--- config.mk ---
export PLATFORM = sky130hd
export DESIGN_NAME = ghash_hkey_bank_flat
export DESIGN_NICKNAME = d
export VERILOG_FILES = /design/src/rtl/ghash_hkey_bank_if.sv /design/src/rtl/ghash_hkey_bank.sv /design/src/flat_wrapper.sv
export SDC_FILE = /design/constraint.sdc
export NUM_CORES = 1
export LEC_CHECK = 0
export BUFFER_PORTS_ARGS = -buffer_cell sky130_fd_sc_hd__buf_2
export CORE_MARGIN = 4
export CORE_UTILIZATION = 30
export DETAILED_ROUTE_END_ITERATION = 6
export SYNTH_ARGS = -nofsm -noshare
export SYNTH_HDL_FRONTEND = slang
export SYNTH_SLANG_ARGS = --single-unit
--- constraint.sdc ---
create_clock -name clk -period 2.7 [get_ports clk]
set_clock_uncertainty 0.05 [all_clocks]
set_input_delay 0.405 -clock clk [delete_from_list [all_inputs] [get_ports clk]]
set_output_delay 0.405 -clock clk [all_outputs]
set_load 0.005 [all_outputs]
--- src/rtl/ghash_hkey_bank_if.sv ---
`default_nettype none
// ============================================================================
// Module      : ghash_hkey_bank_if
// Description : Load / read / zeroize bundle between a GHASH subkey bank and
//               its requester (H-generation logic and GHASH datapath).
// Revision    : 1.0 - initial release
// ============================================================================
interface ghash_hkey_bank_if #(
    parameter int WIDTH    = 128,
    parameter int NUM_KEYS = 4,
    parameter int IDX_W    = 2
);
    logic                ld_valid;
    logic                ld_ready;
    logic [IDX_W-1:0]    ld_idx;
    logic [WIDTH-1:0]    ld_data;
    logic                rd_en;
    logic [IDX_W-1:0]    rd_idx;
    logic [WIDTH-1:0]    rd_data;
    logic                rd_valid;
    logic                rd_err;
    logic                zeroize;
    logic                busy;
    logic [NUM_KEYS-1:0] key_valid;

    // Requester side
    modport master (
        output ld_valid, ld_idx, ld_data, rd_en, rd_idx, zeroize,
        input  ld_ready, rd_data, rd_valid, rd_err, busy, key_valid
    );

    // Key bank side
    modport slave (
        input  ld_valid, ld_idx, ld_data, rd_en, rd_idx, zeroize,
        output ld_ready, rd_data, rd_valid, rd_err, busy, key_valid
    );
endinterface
`default_nettype wire

--- src/rtl/ghash_hkey_bank.sv ---
`default_nettype none
// ============================================================================
// Module      : ghash_hkey_bank
// Description : NUM_KEYS-slot store for GHASH hash subkeys with per-slot valid
//               bits, valid/ready loading, a registered error-reporting read
//               port and a one-slot-per-cycle zeroize sweep.
// Revision    : 1.0 - initial release
// ============================================================================
module ghash_hkey_bank #(
    parameter int WIDTH    = 128,
    parameter int NUM_KEYS = 4,
    parameter int IDX_W    = 2
) (
    input  wire logic         clk,
    input  wire logic         rst,
    ghash_hkey_bank_if.slave  bus
);

    typedef enum logic [0:0] {
        ST_IDLE = 1'b0,
        ST_ZERO = 1'b1
    } state_t;

    localparam logic [IDX_W-1:0] c_LAST_IDX = IDX_W'(NUM_KEYS - 1);
    localparam logic [IDX_W:0]   c_NUM_KEYS = (IDX_W + 1)'(NUM_KEYS);

    state_t              r_state;
    state_t              w_state_nxt;
    logic [IDX_W-1:0]    r_cnt;
    logic [IDX_W-1:0]    w_cnt_nxt;

    logic [WIDTH-1:0]    w_slots [NUM_KEYS];
    logic [NUM_KEYS-1:0] w_key_valid;

    logic [WIDTH-1:0]    r_rd_data;
    logic                r_rd_valid;
    logic                r_rd_err;

    logic                w_idle;
    logic                w_zero_entry;
    logic                w_ld_fire;
    logic                w_rd_in_range;
    logic                w_rd_hit;
    logic [WIDTH-1:0]    w_rd_slot;
    logic                w_rd_slot_valid;

    // Zeroize has priority over loads: ready drops in the very cycle it is seen.
    assign w_idle       = (r_state == ST_IDLE);
    assign w_zero_entry = w_idle && bus.zeroize;
    assign bus.ld_ready = w_idle && !bus.zeroize;
    assign w_ld_fire    = bus.ld_valid && bus.ld_ready;

    // State and sweep counter registers
    always_ff @(posedge clk) begin
        if (rst) begin
            r_state <= ST_IDLE;
            r_cnt   <= '0;
        end else begin
            r_state <= w_state_nxt;
            r_cnt   <= w_cnt_nxt;
        end
    end

    // Next state: a sweep runs exactly NUM_KEYS cycles and cannot be restarted
    always_comb begin
        w_state_nxt = r_state;
        w_cnt_nxt   = r_cnt;
        case (r_state)
            ST_IDLE: begin
                if (bus.zeroize) begin
                    w_state_nxt = ST_ZERO;
                    w_cnt_nxt   = '0;
                end
            end
            ST_ZERO: begin
                if (r_cnt == c_LAST_IDX) begin
                    w_state_nxt = ST_IDLE;
                    w_cnt_nxt   = '0;
                end else begin
                    w_cnt_nxt   = r_cnt + 1'b1;
                end
            end
            default: begin
                w_state_nxt = ST_IDLE;
                w_cnt_nxt   = '0;
            end
        endcase
    end

    // One storage slot per key; out-of-range load indices match no slot.
    for (genvar i = 0; i < NUM_KEYS; i++) begin : g_slot
        localparam logic [IDX_W-1:0] c_IDX = IDX_W'(i);

        logic [WIDTH-1:0] r_key;
        logic             r_valid;

        // Slot update: sweep clear, load, and valid-bit drop on zeroize entry
        always_ff @(posedge clk) begin
            if (rst) begin
                r_key   <= '0;
                r_valid <= 1'b0;
            end else begin
                if ((r_state == ST_ZERO) && (r_cnt == c_IDX)) begin
                    r_key <= '0;
                end else if (w_ld_fire && (bus.ld_idx == c_IDX)) begin
                    r_key <= bus.ld_data;
                end

                if (w_zero_entry) begin
                    r_valid <= 1'b0;
                end else if (w_ld_fire && (bus.ld_idx == c_IDX)) begin
                    r_valid <= 1'b1;
                end
            end
        end

        assign w_slots[i]     = r_key;
        assign w_key_valid[i] = r_valid;
    end

    // Read mux over the registered slots (old contents on a same-edge load)
    always_comb begin
        w_rd_slot       = '0;
        w_rd_slot_valid = 1'b0;
        for (int i = 0; i < NUM_KEYS; i++) begin
            if (bus.rd_idx == IDX_W'(i)) begin
                w_rd_slot       = w_slots[i];
                w_rd_slot_valid = w_key_valid[i];
            end
        end
    end

    assign w_rd_in_range = ({1'b0, bus.rd_idx} < c_NUM_KEYS);
    assign w_rd_hit      = w_idle && !bus.zeroize && w_rd_in_range && w_rd_slot_valid;

    // Registered read port; any read during or into a sweep reports an error
    always_ff @(posedge clk) begin
        if (rst) begin
            r_rd_data  <= '0;
            r_rd_valid <= 1'b0;
            r_rd_err   <= 1'b0;
        end else begin
            if (bus.rd_en) begin
                r_rd_valid <= 1'b1;
                if (w_rd_hit) begin
                    r_rd_data <= w_rd_slot;
                    r_rd_err  <= 1'b0;
                end else begin
                    r_rd_data <= '0;
                    r_rd_err  <= 1'b1;
                end
            end else begin
                r_rd_valid <= 1'b0;
                r_rd_err   <= 1'b0;
                if (w_zero_entry) begin
                    r_rd_data <= '0;
                end
            end
        end
    end

    assign bus.rd_data   = r_rd_data;
    assign bus.rd_valid  = r_rd_valid;
    assign bus.rd_err    = r_rd_err;
    assign bus.busy      = (r_state == ST_ZERO);
    assign bus.key_valid = w_key_valid;

endmodule
`default_nettype wire

--- src/flat_wrapper.sv ---
// flat-port wrapper written by rule: the top's interface ports become plain ports
module ghash_hkey_bank_flat 
#(
    parameter int WIDTH    = 128,
    parameter int NUM_KEYS = 4,
    parameter int IDX_W    = 2
)
  (clk, rst, bus_ld_valid, bus_ld_idx, bus_ld_data, bus_rd_en, bus_rd_idx, bus_zeroize, bus_ld_ready, bus_rd_data, bus_rd_valid, bus_rd_err, bus_busy, bus_key_valid);
  ghash_hkey_bank_if #(.WIDTH(WIDTH), .NUM_KEYS(NUM_KEYS), .IDX_W(IDX_W)) bus_i ();
  input  wire logic clk;
  input  wire logic rst;
  input wire logic [$bits(bus_i.ld_valid)-1:0] bus_ld_valid;
  input wire logic [$bits(bus_i.ld_idx)-1:0] bus_ld_idx;
  input wire logic [$bits(bus_i.ld_data)-1:0] bus_ld_data;
  input wire logic [$bits(bus_i.rd_en)-1:0] bus_rd_en;
  input wire logic [$bits(bus_i.rd_idx)-1:0] bus_rd_idx;
  input wire logic [$bits(bus_i.zeroize)-1:0] bus_zeroize;
  output wire logic [$bits(bus_i.ld_ready)-1:0] bus_ld_ready;
  output wire logic [$bits(bus_i.rd_data)-1:0] bus_rd_data;
  output wire logic [$bits(bus_i.rd_valid)-1:0] bus_rd_valid;
  output wire logic [$bits(bus_i.rd_err)-1:0] bus_rd_err;
  output wire logic [$bits(bus_i.busy)-1:0] bus_busy;
  output wire logic [$bits(bus_i.key_valid)-1:0] bus_key_valid;
  assign bus_i.ld_valid = bus_ld_valid;
  assign bus_i.ld_idx = bus_ld_idx;
  assign bus_i.ld_data = bus_ld_data;
  assign bus_i.rd_en = bus_rd_en;
  assign bus_i.rd_idx = bus_rd_idx;
  assign bus_i.zeroize = bus_zeroize;
  assign bus_ld_ready = bus_i.ld_ready;
  assign bus_rd_data = bus_i.rd_data;
  assign bus_rd_valid = bus_i.rd_valid;
  assign bus_rd_err = bus_i.rd_err;
  assign bus_busy = bus_i.busy;
  assign bus_key_valid = bus_i.key_valid;
  ghash_hkey_bank #(.WIDTH(WIDTH), .NUM_KEYS(NUM_KEYS), .IDX_W(IDX_W)) u_core (.clk(clk), .rst(rst), .bus(bus_i));
endmodule
# Yosys cells after proc, flatten, opt, wreduce, memory -nomap -nowiden
# Cells that the tools add are included.
[word_totals] ff_bits=649 in_bits=137 wordCells=68
[op_classes] n_addsub=1 eq_ne=10 n_mux=19 bitwise_logic=2 reduce_logical=23
[op_table] cell="128-bit 2-to-1 mux" count=7
[op_table] cell="2-bit equality test, second input constant" count=6
[op_table] cell="1-bit logical AND" count=12
[op_table] cell="2-bit OR reduction" count=6
[op_table] cell="1-bit 2-to-1 mux" count=8
[op_table] cell="2-bit by 1-bit equality test with 1-bit output, second input constant" count=3
[op_table] cell="2-bit logical NOT" count=3
[op_table] cell="2-bit 2-to-1 mux" count=2
[op_table] cell="2-bit one-hot mux with 2 select lines" count=1
[op_table] cell="2-bit by 1-bit adder with 2-bit output, second input constant" count=1
[op_table] cell="2-bit != test, second input constant" count=1
[op_table] cell="1-bit NOT" count=2
[op_table] cell="1-bit one-hot mux with 2 select lines" count=1
[op_table] cell="2-bit nonzero test" count=1
[op_table] cell="1-bit logical NOT" count=1

# Longest topological paths before layout
[depth] ltp_word=8 depth_mapped=7 ltp_nobuf=4

# Worst setup path after synthesis
# No wires, ideal clock.
[synth_timing] path_type="input port to flip-flop" startpoint="input port bus_zeroize" endpoint="register u_core.g_slot[0].r_key[100]" arrival_time_ns=1.644 required_ns=2.518 path_slack_ns=0.874 stages=6 n_path_buf=3 cell_sequence="buf_2 or4b_4 buf_2 clkbuf_1 o21ai_0 a21oi_1"
[synth_via] elab_chain_len=4
[synth_lines] element="from (decl)" line_no="flat_wrapper.sv:17" source="input wire logic [$bits(bus_i.zeroize)-1:0] bus_zeroize;"
[synth_lines] element="1-bit logical NOT" line_no="ghash_hkey_bank.sv:50" source="assign bus.ld_ready = w_idle && !bus.zeroize;"
[synth_lines] element="1-bit logical AND" line_no="ghash_hkey_bank.sv:50"
[synth_lines] element="1-bit logical AND" line_no="ghash_hkey_bank.sv:51" source="assign w_ld_fire = bus.ld_valid && bus.ld_ready;"
[synth_lines] element="1-bit logical AND" line_no="ghash_hkey_bank.sv:105" source="end else if (w_ld_fire && (bus.ld_idx == c_IDX)) begin"
[synth_lines] element="to (signal assigned)" line_no="ghash_hkey_bank.sv:106" source="r_key <= bus.ld_data;"
[synth_lines] element="to (decl)" line_no="ghash_hkey_bank.sv:94" source="logic [WIDTH-1:0] r_key;"
# No other way between the ends.
# A chain may end at the register's enable or synchronous reset.

# Worst setup path in the final report
[layout_timing] startpoint="register u_core.r_state, in the netlist u_core.bus.busy" endpoint="output port bus_ld_ready"
[layout_via] elab_chain_len=2
[layout_lines] element="from (decl)" line_no="ghash_hkey_bank.sv:27" source="state_t r_state;"
[layout_lines] element="from (signal assigned)" line_no="ghash_hkey_bank.sv:59" source="r_state <= w_state_nxt;"
[layout_lines] element="1-bit NOT"
[layout_lines] element="1-bit logical AND" line_no="ghash_hkey_bank.sv:50"
[layout_lines] element="to (decl)" line_no="flat_wrapper.sv:18" source="output wire logic [$bits(bus_i.ld_ready)-1:0] bus_ld_ready;"
# No other way between the ends.

==> qor.csv <==
metric,value,unit
status,"complete, no violations",
ant_nets,0,
ys_top_cells_by_area,"dfxtp_1 (47%), mux4_2 (10%), a21oi_1 (9.4%)",
clock_path_buffers,3,
hold_slack,60.5,ps
p_leak,11.0,nW
pwr-share-clk,0.479,
wl_met2,42.9,mm
cts.sinks,649,
drc,0,
syn_nets,3240,
vias,24400,
power_switching,5.42,mW
swShare,0.245,
row_count,110,
drt_wl_total,87.8,mm
n_fill_cell,9081,
cts_tree,done,
topRoutingLayerUsed,met5,
path_max_fanout,14,
ys_seq_elements,649,
grt_max_degree,175,
final_core_util,0.375,
m1WireLength,37.9,mm
netlist_instances,3099,
num_io_pins,273,
fin_crit_sh,0.823,
cts_max_level,3,
clock-root-buffer,clkbuf_16,
hold_viol_final,0,
multi_input_area,12100,um2
portBuffers,272,
area_growth,23.3,%
first_global_vias,23700,
synth_top_cell_area_share,0.473,
relSlewSlack,0.415,
dr.pass1.iters,5,
dp_hpwl,50.6,mm
ys.flop_type,dfxtp_1,
synth_area,27500,um2
finalSetupTns,0,ps
tightest_slew,877,ps
ys_seq_area_frac,0.473,
die-area,96500,um2
via_per_inst,5.39,
clk_latency,630,ps
grt_util_all_layers,0.175,
avgSynthCellArea,8.87,um2
die_h,311,um
p_int,16.7,mW
cts_resized,0,
rsz0062_at_grt,no,
seqPwrFrac,0.441,
cp-end-kind,output pin,
slew_viol_final,0,
required,2250,ps
maxCapViolCount,0,
hold_path_class,in -> reg,
yosys.area.top_type,dfxtp_1,
layout-drive-gt1-share,0.181,
crit_type,reg -> out,
drt_iter0_markers,2197,
fin_cells,4528,
initial_utilization,0.304,
ir_drop,390,uV
wl_met3,4.84,mm
cts.clk_slew.worst_paths,60,ps
critPathLaunchType,flop,
yosysWarnings,0,
pwr-share-comb,0.080,
ys_types,29,
dp.cells,4260,
cp.arrival,1770,ps
synthArstFlopShare,0,
synth_enable_flop_cells,0,
grt-ovfl-total,0,
regArea,13000,um2
antenna_found_initial,9,
nNetsFinal,3431,
wire_per_inst,19.4,um
grt_first_pass_wirelength,139,mm
fmax,450,MHz
numCtsBuffers,75,
gp_congestion,0.726,
core,90400,um2
period_minus_slack,2220,ps
die_w,311,um
cellPowerDensity,653,nW/um2
r2r_slack,490,ps
setup-violations-final,0,
-- power by group through the flow --
stage                     clock network [mW]  logic [mW]  registers, mW
after floorplan                            0       0.933           9.95
final                                   10.6        1.77           9.76
after detailed placement                   0        1.62           9.97
after CTS                               10.9        1.78           9.76
after global placement                     0        1.61           9.97
after global routing                    11.2        1.92           9.77
-- per-stage QoR --
step | setup slack (ps) | total power, mW | area, um2
floorplan | 874 | 10.9 | 27500
global placement | 522 | 11.6 | 30000
detailed placement | 502 | 11.6 | 30000
CTS | 400 | 22.4 | 33900
global route | 312 | 22.9 | 33900
finish | 477 | 22.1 | 33900
-- critical path, cell delays in order, from the launching register on --
cell and delay [ps]:
dfxtp_1 730, nor2_1 220, buf_2 190
-- cell type report --
type	instances	share of cell area
inverters	260	0.0290
multi-input cells	1830	0.356
well taps	1176	0.0434
clock inverters	23	0.00934
diodes	7	0.000517
repair buffers	474	0.111
flip-flops and latches	649	0.383
clock buffers	109	0.0667
-- per-layer routing --
metal  up-vias  GRT usage
met4         2     0.0579
li1      11600          -
met3       125     0.0312
met2       694      0.294
met1     12100      0.229
met5         -          0
-- sequential cells by signal, summed over array words and instances, names as in the netlist --
name,cells
u_core.g_slot.r_valid,4
u_core.bus.busy,1
u_core.bus.rd_valid,1
u_core.g_slot.r_key,512
u_core.r_cnt,2
u_core.bus.rd_err,1
u_core.bus.rd_data,128
-- Yosys cell counts (2+ instances only) --
| cell type | count |
|---|---|
| nor2b_1 | 5 |
| o21ai_1 | 6 |
| buf_4 | 17 |
| a21oi_1 | 519 |
| dfxtp_1 | 649 |
| o32ai_1 | 128 |
| nor3b_1 | 2 |
| ha_1 | 4 |
| mux4_2 | 128 |
| a21o_1 | 4 |
| o21ai_0 | 507 |
| buf_2 | 99 |
| nand3_1 | 512 |
| inv_1 | 259 |
| nor2_1 | 4 |
| clkbuf_1 | 230 |
| buf_1 | 14 |
-- cells in the final DEF (no fill, tap or decap), drive strengths merged, types with 5 or more instances in the layout --
| cell | netlist | routed |
|---|---|---|
| o21ai | 513 | 513 |
| nor2b | 5 | 5 |
| diode | 0 | 7 |
| o32ai | 128 | 128 |
| nand3 | 512 | 512 |
| bufinv | 0 | 6 |
| inv | 260 | 264 |
| mux4 | 128 | 128 |
| clkinv | 0 | 9 |
| buf | 130 | 345 |
| clkbuf | 230 | 109 |
| dlygate4sd3 | 0 | 129 |
| dfxtp | 649 | 649 |
| a21oi | 519 | 519 |
-- cells by family (layout without fill, tap and decap cells) --
kind of cell	Yosys count	after routing	share of synthesized area
compound gates	1168	1168	0.231
fa+ha+maj	4	4	0.00182
buf+inv	620	866	0.0915
flops	649	649	0.473
mux	129	129	0.105
other cells	0	7	0
simple gates	529	529	0.0979
-- final timing paths --
check	depth (start not counted)	from	endpoint
max	2	u_core.bus.busy	bus_ld_ready
max reg2reg	4	u_core.bus.busy	u_core.g_slot[0].r_key[54]
min	2	rst	u_core.r_cnt[1]
min reg2reg	2	u_core.bus.rd_data[100]	u_core.bus.rd_data[100]
-- repair_timing --
| item | in CTS | in global routing |
|---|---|---|
| hold buffers | 129 | 0 |
| hold endpoints to repair | 510 | 0 |
| setup buffers | 0 | 0 |
Power figures use the tool's default switching activity.
